===== config.mk =====
export PLATFORM = sky130hd
export DESIGN_NAME = elut_bank
export DESIGN_NICKNAME = d
export VERILOG_FILES = /design/src/rtl/elut_bank_pkg.sv /design/src/rtl/elut_bank_cell.sv /design/src/rtl/elut_bank.sv
export SDC_FILE = /design/constraint.sdc
export NUM_CORES = 1
export LEC_CHECK = 0
export ABC_CLOCK_PERIOD_IN_PS = 4000
export BUFFER_PORTS_ARGS = -buffer_cell sky130_fd_sc_hd__clkbuf_2
export CELL_PAD_IN_SITES_DETAIL_PLACEMENT = 2
export CELL_PAD_IN_SITES_GLOBAL_PLACEMENT = 2
export CORE_ASPECT_RATIO = 0.8
export CORE_UTILIZATION = 42
export DETAILED_ROUTE_END_ITERATION = 10
export PLACE_DENSITY_LB_ADDON = 0.1
export SKIP_LAST_GASP = 1
export SYNTH_ARGS = -nofsm -noshare
export SYNTH_HDL_FRONTEND = slang
export SYNTH_SLANG_ARGS = --single-unit
export TNS_END_PERCENT = 30

===== constraint.sdc =====
create_clock -name clk -period 4 [get_ports clk]
set_input_delay 1 -clock clk [delete_from_list [all_inputs] [get_ports clk]]
set_output_delay 1 -clock clk [all_outputs]
set_load 0.005 [all_outputs]

===== src/rtl/elut_bank_pkg.sv =====
// elut_bank_pkg: shared definitions for the elut_bank logic-cell primitive.
// Holds the default LUT input count, the loader state encodings and a small
// helper that gives the terminal load address for a K-input table.
package elut_bank_pkg;

    // Default number of LUT inputs (K); table depth is 2^K.
    localparam int ZUMA_LUT_SIZE_DEFAULT = 6;

    // Loader state encodings, kept numerically stable for older fabric tools.
    localparam logic [1:0] ST_IDLE = 2'd0;
    localparam logic [1:0] ST_LOAD = 2'd1;
    localparam logic [1:0] ST_DONE = 2'd2;

    // Highest table address for a K-input LUT (2^K - 1).
    function automatic int unsigned last_addr(input int unsigned k);
        return (32'd1 << k) - 32'd1;
    endfunction

endpackage


===== src/rtl/elut_bank_cell.sv =====
// elut_bank_cell: one 2^K-bit LUT table with a single-bit synchronous write
// port and an asynchronous (combinational) read port.
// Ports:
//   clk   - write clock
//   we    - write enable
//   waddr - write address (K bits)
//   wbit  - bit written at waddr
//   raddr - read address (K bits)
//   rdata - raw table bit at raddr, no gating
module elut_bank_cell
    import elut_bank_pkg::*;
#(
    parameter int                          K    = ZUMA_LUT_SIZE_DEFAULT,
    parameter logic [(2**K)-1:0]           INIT = {(2**K){1'b0}}
) (
    input  logic         clk,
    input  logic         we,
    input  logic [K-1:0] waddr,
    input  logic         wbit,
    input  logic [K-1:0] raddr,
    output logic         rdata
);

    // Behaves like LUTRAM: power-up contents come from INIT and no reset
    // ever touches the table.
    logic [(2**K)-1:0] table_r = INIT;

    // Single-bit table write on the configuration clock.
    always_ff @(posedge clk) begin
        if (we) begin
            table_r[waddr] <= wbit;
        end
    end

    assign rdata = table_r[raddr];

endmodule


===== src/rtl/elut_bank.sv =====
// elut_bank: bank of NUM_LUTS writable K-input LUTs sharing one streaming
// configuration port. A loader FSM walks the table address from 0 to 2^K-1,
// writing bit i of each accepted beat into LUT i.
// Ports:
//   clk       - sole clock
//   rst       - synchronous active-high reset (table contents survive)
//   cfg_start - begin (or restart) a full reload from address 0
//   cfg_valid - cfg_data beat valid
//   cfg_ready - bank accepts a beat (loader in LOAD)
//   cfg_data  - one bit per LUT for the current load address
//   cfg_busy  - loader in LOAD
//   cfg_done  - a full load has completed since the last start or reset
//   lut_in    - read address of LUT i at [i*K +: K]
//   q_en      - capture enable for lut_q
//   lut_out   - combinational LUT outputs, forced to 0 while loading
//   lut_q     - registered LUT outputs, cleared by rst and while loading
module elut_bank
    import elut_bank_pkg::*;
#(
    parameter int                                    ZUMA_LUT_SIZE = ZUMA_LUT_SIZE_DEFAULT,
    parameter int                                    NUM_LUTS      = 8,
    parameter logic [NUM_LUTS*(2**ZUMA_LUT_SIZE)-1:0] INIT_MASK    =
        {(NUM_LUTS*(2**ZUMA_LUT_SIZE)){1'b0}}
) (
    input  logic                              clk,
    input  logic                              rst,
    input  logic                              cfg_start,
    input  logic                              cfg_valid,
    output logic                              cfg_ready,
    input  logic [NUM_LUTS-1:0]               cfg_data,
    output logic                              cfg_busy,
    output logic                              cfg_done,
    input  logic [NUM_LUTS*ZUMA_LUT_SIZE-1:0] lut_in,
    input  logic                              q_en,
    output logic [NUM_LUTS-1:0]               lut_out,
    output logic [NUM_LUTS-1:0]               lut_q
);

    localparam int K     = ZUMA_LUT_SIZE;
    localparam int DEPTH = 2**K;

    // Address counter carries one spare bit; the terminal beat is detected at
    // 2^K-1 so the count never wraps back onto address 0.
    localparam logic [K:0] LAST_ADDR = (K+1)'(last_addr(K));
    localparam logic [K:0] ADDR_ONE  = {{K{1'b0}}, 1'b1};
    localparam logic [K:0] ADDR_ZERO = {(K+1){1'b0}};

    logic [1:0]          state_r;
    logic [K:0]          addr_r;
    logic                busy_s;
    logic                we_s;
    logic [NUM_LUTS-1:0] raw_s;
    logic [NUM_LUTS-1:0] raw_clean_s;
    logic [NUM_LUTS-1:0] lut_out_s;

    assign busy_s    = (state_r == ST_LOAD);
    assign cfg_busy  = busy_s;
    assign cfg_ready = busy_s;
    assign cfg_done  = (state_r == ST_DONE);

    // A restart cycle never writes, and reset suppresses any in-flight beat.
    assign we_s = busy_s & cfg_valid & ~cfg_start & ~rst;

    // Loader FSM and load address counter.
    always_ff @(posedge clk) begin
        if (rst) begin
            state_r <= ST_IDLE;
            addr_r  <= ADDR_ZERO;
        end else begin
            case (state_r)
                ST_IDLE: begin
                    if (cfg_start) begin
                        state_r <= ST_LOAD;
                        addr_r  <= ADDR_ZERO;
                    end
                end
                ST_LOAD: begin
                    if (cfg_start) begin
                        addr_r <= ADDR_ZERO;
                    end else if (cfg_valid) begin
                        addr_r <= addr_r + ADDR_ONE;
                        if (addr_r == LAST_ADDR) begin
                            state_r <= ST_DONE;
                        end
                    end
                end
                ST_DONE: begin
                    if (cfg_start) begin
                        state_r <= ST_LOAD;
                        addr_r  <= ADDR_ZERO;
                    end
                end
                default: begin
                    state_r <= ST_IDLE;
                    addr_r  <= ADDR_ZERO;
                end
            endcase
        end
    end

    for (genvar g = 0; g < NUM_LUTS; g++) begin : g_lut
        elut_bank_cell #(
            .K    (K),
            .INIT (INIT_MASK[g*DEPTH +: DEPTH])
        ) u_cell (
            .clk   (clk),
            .we    (we_s),
            .waddr (addr_r[K-1:0]),
            .wbit  (cfg_data[g]),
            .raddr (lut_in[g*K +: K]),
            .rdata (raw_s[g])
        );
    end

    // Map unknown table bits to 0 in simulation so X never leaks to the fabric.
    always_comb begin
        raw_clean_s = raw_s;
`ifdef SIMULATION
        for (int i = 0; i < NUM_LUTS; i++) begin
            raw_clean_s[i] = (raw_s[i] === 1'b1) ? 1'b1 : 1'b0;
        end
`endif
    end

    // Outputs read as 0 while the tables are being rewritten.
    assign lut_out_s = busy_s ? {NUM_LUTS{1'b0}} : raw_clean_s;
    assign lut_out   = lut_out_s;

    // Registered LUT outputs with capture enable.
    always_ff @(posedge clk) begin
        if (rst || busy_s) begin
            lut_q <= {NUM_LUTS{1'b0}};
        end else if (q_en) begin
            lut_q <= lut_out_s;
        end
    end

endmodule


==> results_dict.tcl, run 1 <==
set metrics [dict create \
    drive_above_1_share_pct 33.9 \
    synth-edff-count 512 \
    netlist_area_sq_um 20900 \
    clk_latency_ps 610 \
    fillers 4287 \
    seq_area_frac_synth_pct 75.3 \
    synth_async_sr_flop_share_pct 0 \
    max_stage_delay_ps 620 \
    die_h_um 201 \
    max-slew-margin-rel_pct 9.45 \
    cts_max_path_buffers 3 \
    whs_path_depth 2 \
    cp.arrival_ps 2980 \
    crit_chain "clkbuf_4 -> buf_12 -> mux4_1 -> mux2i_4 -> a221oi_1 -> buf_4 -> a22oi_2 -> nor2_1 -> clkbuf_2" \
    critPathLaunch "lut_in[19]" \
    cts.sinks 529 \
    start_util_pct 42.8 \
    overflow 0 \
    firstDrtPassIters 7 \
    avgSynthCellArea_sq_um 20.7 \
    rsz0062_at_grt "true" \
    min_from "addr_r[6]$_SDFFE_PP0P_" \
    area_growth_pct 18.6 \
    power_density_nw_per_um2 470 \
    final_common_cell "edfxtp_1" \
    layout_common_cells "edfxtp_1, buf_4, mux4_2, nor2_1, clkbuf_2" \
    cts_root_buf "clkbuf_16" \
    grt_usage_pct 27.4 \
    grt_use_met2_pct 43.4 \
    die_w_um 251 \
    critPathCaptureType "primary output" \
    cp_max_fo 6 \
    timing.final.ws_setup_ps 18.4 \
    antenna_found_initial 4 \
    period_needed_ps 3980 \
    finalCritPeriodShare_pct 99.5 \
    busiest_layer "met2" \
    io_buffers 79 \
    fp.dieArea_sq_um 50600 \
    drtIter0Drc 1323 \
    status "finished clean" \
    met1_usage_pct 37.7 \
    synth_cell_types 43 \
    hold_viol 0 \
    io_pins 80 \
    finClkSkew_ps 20.8 \
    whs_ps 500 \
    synthFlopType "edfxtp_1" \
    grt_pass1_vias 12200 \
    reg2reg_depth 6 \
    use_met3_pct 5.67 \
    maxCapViolCount 0 \
    worst-setup-path-type "in -> out" \
    finish.utilization_pct 50.8 \
    regToRegSetupSlack_ps 1220 \
    core_area_sq_um 48700 \
    cp-start-kind "input port" \
    vdd_ir_drop_max_uv 368 \
    gp_congestion 0.813 \
    setup_viol 0 \
    cts_tree "done" \
    r2r-start "state_r[0]$_SDFFE_PP0P_" \
    synthCells 1007 \
    postCtsSetupRepairBufs 0 \
    hpwlAfterDp_um 47100 \
    num_rows 72 \
    maxSlewViolCount 0 \
    grt_pass1_wl_um 94200 \
    vias 11400 \
    postRouteAntennaNets 0 \
    fmax_ghz 0.251 \
    ys.warnings.count 0 \
    clk_pin_slew_worst_paths_ps 60 \
    vias_per_cell 5.86 \
    cts-buffers-inserted 54 \
    synth_nets 1069 \
    preCtsSetupSlack_ps -296 \
    worst_pin_slew_ps 1360 \
    crit_path_top_delay_cell "mux4_1" \
    grt_max_degree 65 \
    routedWlPerCell_um 35.0 \
    ys_seq_elements 529 \
    drc 0 \
    finalNetCount 1299 \
    reg2reg_to "g_lut[3].u_cell.table_r[59]$_DFFE_PP_" \
    hold_path_class "reg -> reg" \
    power_leakage_nw 8.27 \
    hold_end "addr_r[6]$_SDFFE_PP0P_" \
    worst_ep_required_time_ps 3000 \
    cts.htree.levels 2 \
    routed_wl_um 68100 \
]
registers in the layout, summed over array words and instances, names as in the netlist:
| signal | cells |
|---|---|
| lut_q | 8 |
| addr_r | 7 |
| state_r | 2 |
| g_lut.u_cell.table_r | 512 |
metal layers:
metal | up-vias | wire, um | share of wire, %
met5 | - | 13 | 0.019
met2 | 471 | 31800 | 47
li1 | 4623 | - | -
met1 | 6208 | 28200 | 41
met4 | 2 | 2610 | 3.8
met3 | 109 | 5570 | 8.2
final cells by class:
cell class / count / area, sq um / share of cell area, %
Sequential cell: 529 / 15700 / 63.4
Clock inverter: 37 / 253 / 1.02
Tap cell: 666 / 833 / 3.36
Antenna cell: 1 / 2.50 / 0.0101
Multi-Input combinational cell: 420 / 4900 / 19.8
Clock buffer: 63 / 1410 / 5.68
Inverter: 9 / 33.8 / 0.136
Timing Repair Buffer: 223 / 1630 / 6.59
per-stage QoR:
stage / cells / TNS (ps) / power, W / area (sq um)
after floorplan: 1007 / 0 / 0.00651 / 20900
after global placement: 1847 / -219 / 0.00686 / 23100
after detailed placement: 1847 / -296 / 0.00689 / 23100
after CTS: 1947 / -51.4 / 0.0117 / 24800
after global routing: 1947 / -43.5 / 0.0119 / 24800
final: 1948 / 0 / 0.0117 / 24800
power by group:
group	internal [W]	total, W	switching, W	leakage (nW)
Combinational	0.000284	0.000693	0.000409	2.72
Sequential	0.00608	0.00609	0.00000599	4.74
Clock	0.00270	0.00487	0.00217	0.817
Total	0.00906	0.0117	0.00259	8.27
cell usage after synthesis (all sizes together), types with 6 or more instances:
cell type  number  area, sq um
inv             9         33.8
edfxtp        512        15400
a21oi          13         65.1
nor2           93          349
mux4          133         3050
a22oi          19          153
nand3           6         30.0
buf            34          220
dfxtp          17          340
and2            8         50.1
nor2b          17          106
mux2i          53          531
a221oi         11         96.3
o21ai          11         55.1
nand2          15         56.3
clkbuf         15         57.6
repair_timing:
item / 4_1_cts / 5_1_grt
hold buffers: 0 / 0
gates resized for setup: 6 / 5
endpoints found under the setup margin: 2 / 4
pin swaps: 0 / 1
critical path: cells and delay by family:
family	cells	cell delay [ps]
compound gates	2	360
buf+inv	4	650
mux	2	890
simple gates	1	70
logic make-up after synthesis:
family                     after synthesis  share of synthesized area [%]
DFF                                    529                           75.3
muxes                                  189                           17.3
and+or+nand+nor                        164                           3.62
AOI/OAI and AO/OA                       62                           2.10
buffers and inverters                   58                           1.49
xor gates and xnor gates                 4                          0.168
adders and majority gates                1                         0.0599
how the worst max path moves through the flow:
stage / endpoint / slack, ps
CTS: lut_out[5] / -50
detailed placement: lut_out[3] / -300
finish: lut_out[3] / 20
global placement: lut_out[3] / -220
floorplan: lut_out[6] / 460
global route: lut_out[3] / -20
(Power assumes the default switching activity.)
==> run 2, diff against run 1 <==
BUFFER_PORTS_ARGS = default   (was -buffer_cell sky130_fd_sc_hd__clkbuf_2)
CORE_ASPECT_RATIO = default   (was 0.8)
CTS_CLUSTER_SIZE = 12   (was default)
DONT_BUFFER_PORTS = 1   (was default)
==> run 2 against run 1 <==
Compared with the run above: global-route usage decreased by 1.9 points; sequential share of layout area increased by 2.8 points; total power decreased by 1.7%; first-iteration DRC count decreased by 33%; combinational power decreased by 54%; sequential cell count unchanged; via count decreased by 7.8%; wire length decreased by 8.4%; critical path type unchanged; clock skew decreased by 6.0 ps; largest cell class unchanged.
==> results_dict.tcl, run 2 (synthesis results as in run 1) <==
set metrics [dict create \
    routedWlPerCell_um 34.7 \
    cp-start-kind "input port" \
    critPathCaptureType "primary output" \
    io_buffers 0 \
    drc 0 \
    die_h_um 225 \
    cp_max_fo 16 \
    worst-setup-path-type "in -> out" \
    gp_congestion 0.779 \
    finalNetCount 1150 \
    vias 10500 \
    hold_viol 0 \
    overflow 0 \
    firstDrtPassIters 4 \
    whs_ps 470 \
    worst_ep_required_time_ps 3000 \
    clk_latency_ps 610 \
    crit_path_top_delay_cell "mux4_2" \
    finish.utilization_pct 48.5 \
    cts.sinks 529 \
    tns_ps 0 \
    routed_wl_um 62400 \
    postCtsSetupRepairBufs 0 \
    cts-buffers-inserted 57 \
    cts_tree "done" \
    max_flop_register "g_lut.u_cell.table_r" \
    cts_max_path_buffers 3 \
    drtIter0Drc 888 \
    io_pins 80 \
    vias_per_cell 5.86 \
    maxSlewViolCount 0 \
    hold_path_class "in -> reg" \
    largest_reg_flops 512 \
    min_from "rst" \
    fillers 4366 \
    post_cts_resized 0 \
    drive_above_1_share_pct 24.3 \
    r2r-start "state_r[0]$_SDFFE_PP0P_" \
    power_leakage_nw 7.58 \
    grt_pass1_vias 11400 \
    grt_pass1_wl_um 87700 \
    final_common_cell "edfxtp_1" \
    max-slew-margin-rel_pct 60.7 \
    hpwlAfterDp_um 42100 \
    rsz0062_at_grt "false" \
    whs_path_depth 1 \
    cts_root_buf "clkbuf_16" \
    status "finished clean" \
    hold_end "addr_r[6]$_SDFFE_PP0P_" \
    antenna_found_initial 1 \
    postRouteAntennaNets 0 \
    worst_pin_slew_ps 590 \
    reg2reg_to "g_lut[1].u_cell.table_r[4]$_DFFE_PP_" \
    hold_buffers 0 \
    register_area_sq_um 15700 \
    clk_pin_slew_worst_paths_ps 50 \
    start_util_pct 42.7 \
    setup_viol 0 \
    reg2reg_depth 6 \
    layout_common_cells "edfxtp_1, mux4_2, nor2_1, buf_4, clkbuf_16" \
    die_w_um 225 \
    grt_usage_pct 25.6 \
    total_power_w 0.0115 \
    num_rows 81 \
    max_stage_delay_ps 540 \
    regToRegSetupSlack_ps 1400 \
    crit_chain "mux4_2 -> mux4_2 -> a2bb2oi_1 -> a22oi_1 -> nor2_1" \
    fp.dieArea_sq_um 50600 \
    power_density_nw_per_um2 483 \
    period_needed_ps 3720 \
    fmax_ghz 0.269 \
    maxCapViolCount 0 \
    top_regs "g_lut.u_cell.table_r: 512 flops, lut_q: 8 flops, addr_r: 7 flops" \
    cpMostUsedCell "mux4_2" \
    vdd_ir_drop_max_uv 312 \
    area_growth_pct 13.7 \
    finalCritPeriodShare_pct 93.1 \
    grt_max_degree 65 \
    multi_input_area_sq_um 4860 \
    cp.arrival_ps 2720 \
    finClkSkew_ps 14.9 \
    cts.htree.levels 2 \
    core_area_sq_um 49000 \
]
## run 2: cell types whose count changed in the layout (fill, tap and decap cells not counted), moves of 4 or more
cell / before / now
buf_12: 12 / 0
buf_4: 132 / 71
clkbuf_1: 8 / 14
clkbuf_2: 77 / 0
clkbuf_8: 0 / 5
clkinv_2: 15 / 8
mux2i_1: 47 / 53
mux2i_2: 4 / 0
## run 2: how the worst max path moves through the flow
stage                           from    endpoint  slack [ps]  cells after the start
final                     lut_in[31]  lut_out[5]         280                      5
after global routing      lut_in[31]  lut_out[5]         280                      5
after CTS                 lut_in[31]  lut_out[5]         290                      5
after detailed placement  lut_in[31]  lut_out[5]         290                      5
after global placement    lut_in[31]  lut_out[5]         350                      5
after floorplan           lut_in[37]  lut_out[6]         460                      6
## run 2: per-layer routing
metal  vias up  routed length (um)  GRT usage, %  part of all wire [%]
met5         -                   0             0                     0
met4         0                1870          8.67                   3.0
met3        87                3930          5.16                   6.3
met2       345               30800          42.3                    49
met1      5768               25800          33.8                    41
li1       4320                   -             -                     -
## run 2: cell type report
cell class	count	area share, %
Sequential cell	529	66.2
Clock inverter	26	0.912
Clock buffer	76	6.52
Tap cell	664	3.50
Multi-Input combinational cell	420	20.5
Timing Repair Buffer	71	2.24
Antenna cell	1	0.0105
Inverter	9	0.142
## run 2: worst max-delay path, delay by kind of cell
family	cells	cell delay, ps
and+or+nand+nor	1	120
AOI/OAI and AO/OA	2	550
muxes	2	1030
## run 2: stage by stage
step	cells	worst slack [ps]	area, sq um
floorplan	1007	465	20900
finish	1796	277	23700
detailed placement	1693	292	22000
CTS	1795	292	23700
global placement	1693	351	22000
global route	1795	279	23700
## run 2: report_power, final
part | internal, W | switching, W | leakage (nW)
registers | 0.00608 | 0.00000761 | 4.74
logic | 0.000187 | 0.000130 | 1.98
clock network | 0.00294 | 0.00211 | 0.863
total | 0.00921 | 0.00225 | 7.58
==> run 3, diff against run 2 <==
ABC_AREA = 1   (was default)
ABC_CLOCK_PERIOD_IN_PS = 3100   (was 4000)
CORE_UTILIZATION = 39   (was 42)
clock period = 3.1 ns   (was 4 ns; I/O delays follow)
==> run 3 against run 2 <==
Compared with the run above: first-iteration DRC count grew 54%; sequential cell count is the same; count of clock-buffer cells in the layout grew 5; sequential power grew 29%; total power grew 33%; wire length grew 30%.
==> results_dict.tcl, run 3 <==
set metrics [dict create \
    cts.sinks 529 \
    worst-setup-path-type "in -> out" \
    drtIter0Drc 1365 \
    maxSlewViolCount 0 \
    avgSynthCellArea_sq_um 11.4 \
    antenna_found_initial 2 \
    max_stage_delay_ps 230 \
    tns_ps 0 \
    synth-edff-count 512 \
    regToRegSetupSlack_ps 510 \
    post_cts_resized 0 \
    die_w_um 240 \
    vdd_ir_drop_max_uv 450 \
    routed_wl_um 81000 \
    synthCells 1936 \
    status "finished clean" \
    cts.htree.levels 2 \
    grt_pass1_vias 16700 \
    hold_path_class "in -> reg" \
    cts_root_buf "clkbuf_16" \
    postRouteAntennaNets 0 \
    postCtsSetupRepairBufs 0 \
    cp_max_fo 33 \
    worst_ep_required_time_ps 2320 \
    clk_pin_slew_worst_paths_ps 60 \
    fillers 5689 \
    netlist_area_sq_um 22200 \
    finalNetCount 2083 \
    cp-start-kind "input port" \
    setup_viol 0 \
    synth_async_sr_flop_share_pct 0 \
    max-slew-margin-rel_pct 56.1 \
    grt_pass1_wl_um 116000 \
    crit_path_top_delay_cell "nand2_1" \
    drc 0 \
    routedWlPerCell_um 28.8 \
    layout_common_cells "nand2_1, edfxtp_1, nand3_1, buf_4, nor2_1" \
    largest_reg_flops 512 \
    area_growth_pct 13.2 \
    vias_per_cell 5.60 \
    cp.arrival_ps 2170 \
    synthFlopType "edfxtp_1" \
    io_buffers 0 \
    max_flop_register "g_lut.u_cell.table_r" \
    start_util_pct 39.8 \
    fmax_ghz 0.339 \
    cts_tree "done" \
    overflow 0 \
    net-switching-power_w 0.00332 \
    hpwlAfterDp_um 54300 \
    power_density_nw_per_um2 606 \
    total_power_w 0.0152 \
    cts-buffers-inserted 59 \
    worst_pin_slew_ps 656 \
    finClkSkew_ps 33.9 \
    io_pins 80 \
    power_leakage_nw 9.23 \
    critPathCaptureType "primary output" \
    grt_max_degree 65 \
    final_common_cell "nand2_1" \
    vias 15800 \
    grt_usage_pct 28.5 \
    synth_cell_types 26 \
    power_frac_seq_pct 51.7 \
    finalCritPeriodShare_pct 95.1 \
    ys.warnings.count 0 \
    ys_seq_elements 529 \
    p_sw_share_pct 21.9 \
    seq_area_frac_synth_pct 70.9 \
    hold_buffers 0 \
    synth_largest_area_cell "edfxtp_1" \
    power_frac_comb_pct 4.1 \
    gp_congestion 0.837 \
    internal_power_w 0.0119 \
    clk_latency_ps 630 \
    p_clk_share_pct 44.2 \
    core_area_sq_um 55600 \
    synth_common_cells "nand2_1, edfxtp_1, nand3_1" \
    top_regs "g_lut.u_cell.table_r: 512 flops, lut_q: 8 flops, addr_r: 7 flops" \
    die_h_um 240 \
    maxCapViolCount 0 \
    fp.dieArea_sq_um 57800 \
    synth_top_area_share_pct 69.4 \
    cpMostUsedCell "nand2_1" \
    num_rows 86 \
    cts_max_path_buffers 3 \
    firstDrtPassIters 5 \
    hold_viol 0 \
    rsz0062_at_grt "false" \
    synth_nets 1998 \
    crit_chain "clkinv_4 -> nand2_1 -> nand3_1 -> nand3_1 -> nand2_1 -> nand2_1 -> nand3_1 -> nand3_1 -> nand2_1 -> nand2_1 -> inv_1" \
    period_needed_ps 2950 \
    synth_area_leaders "edfxtp_1, nand2_1, nand3_1" \
    yosysMostFrequentCell "nand2_1" \
    drive_above_1_share_pct 10.5 \
]
## run 3: cell count changes after synthesis, moves of 14 or more
| cell | delta |
|---|---|
| nand2_1 | +670 |
| nand3_1 | +426 |
| mux4_2 | -119 |
| mux2i_1 | -53 |
| inv_1 | +50 |
| buf_6 | +38 |
| buf_4 | +24 |
| a22oi_1 | -17 |
| nor2b_1 | -17 |
| nor2_1 | -15 |
| mux4_1 | -14 |
## run 3: through the flow
step	cell area [sq um]	instances	utilization, %	hold slack (ps)	worst slack (ps)
floorplan	22200	1936	-	447	654
global placement	23300	2708	41.8	465	226
CTS	25100	2813	45.1	194	132
finish	25100	2814	45.1	224	152
global route	25100	2813	45.1	200	59.4
detailed placement	23300	2708	41.8	479	165
## run 3: logic make-up after synthesis
| family | after synthesis | synth area share (%) |
|---|---|---|
| AND/OR/NAND/NOR | 1208 | 23.1 |
| adder cells (fa/ha/maj) | 1 | 0.0565 |
| buffers and inverters | 167 | 5.05 |
| AO/OA/AOI/OAI | 31 | 0.887 |
| flip-flops | 529 | 70.9 |
## run 3: final timing paths
kind | from | endpoint | cells after the start
worst max-delay path | lut_in[0] | lut_out[0] | 11
worst min-delay path | q_en | lut_q[3]$_SDFFE_PP0P_ | 1
worst max register to register | state_r[0]$_SDFFE_PP0P_ | g_lut[5].u_cell.table_r[20]$_DFFE_PP_ | 8
worst min register to register | addr_r[6]$_SDFFE_PP0P_ | addr_r[6]$_SDFFE_PP0P_ | 2
## run 3: power groups by stage
stage	combinational [W]	sequential (W)	clock, W
4_1_cts	0.000634	0.00786	0.00681
2_1_floorplan	0.000566	0.00801	0
3_3_place_gp	0.000600	0.00801	0
6_report	0.000625	0.00786	0.00671
3_5_place_dp	0.000625	0.00801	0
5_1_grt	0.000695	0.00786	0.00706
## run 3: layer usage
metal | wire length (um) | global-route usage, %
met1 | 35300 | 39.2
met2 | 38800 | 47.0
met3 | 4940 | 4.34
met4 | 1960 | 7.51
met5 | 0 | 0
## run 3: cell type report
type | instances | area, sq um | share of cell area (%)
inverter | 75 | 322 | 1.28
tap | 748 | 936 | 3.73
multi-input combinational | 1240 | 5320 | 21.2
antenna | 1 | 2.50 | 0.00998
clock buffer | 81 | 1600 | 6.38
clock inverter | 24 | 199 | 0.793
timing repair buffer | 116 | 983 | 3.92
sequential | 529 | 15700 | 62.7
## run 3: critical path: cells and delay by family
family	cells	cell delay [ps]
AND/OR/NAND/NOR	9	1120
buffers and inverters	2	280
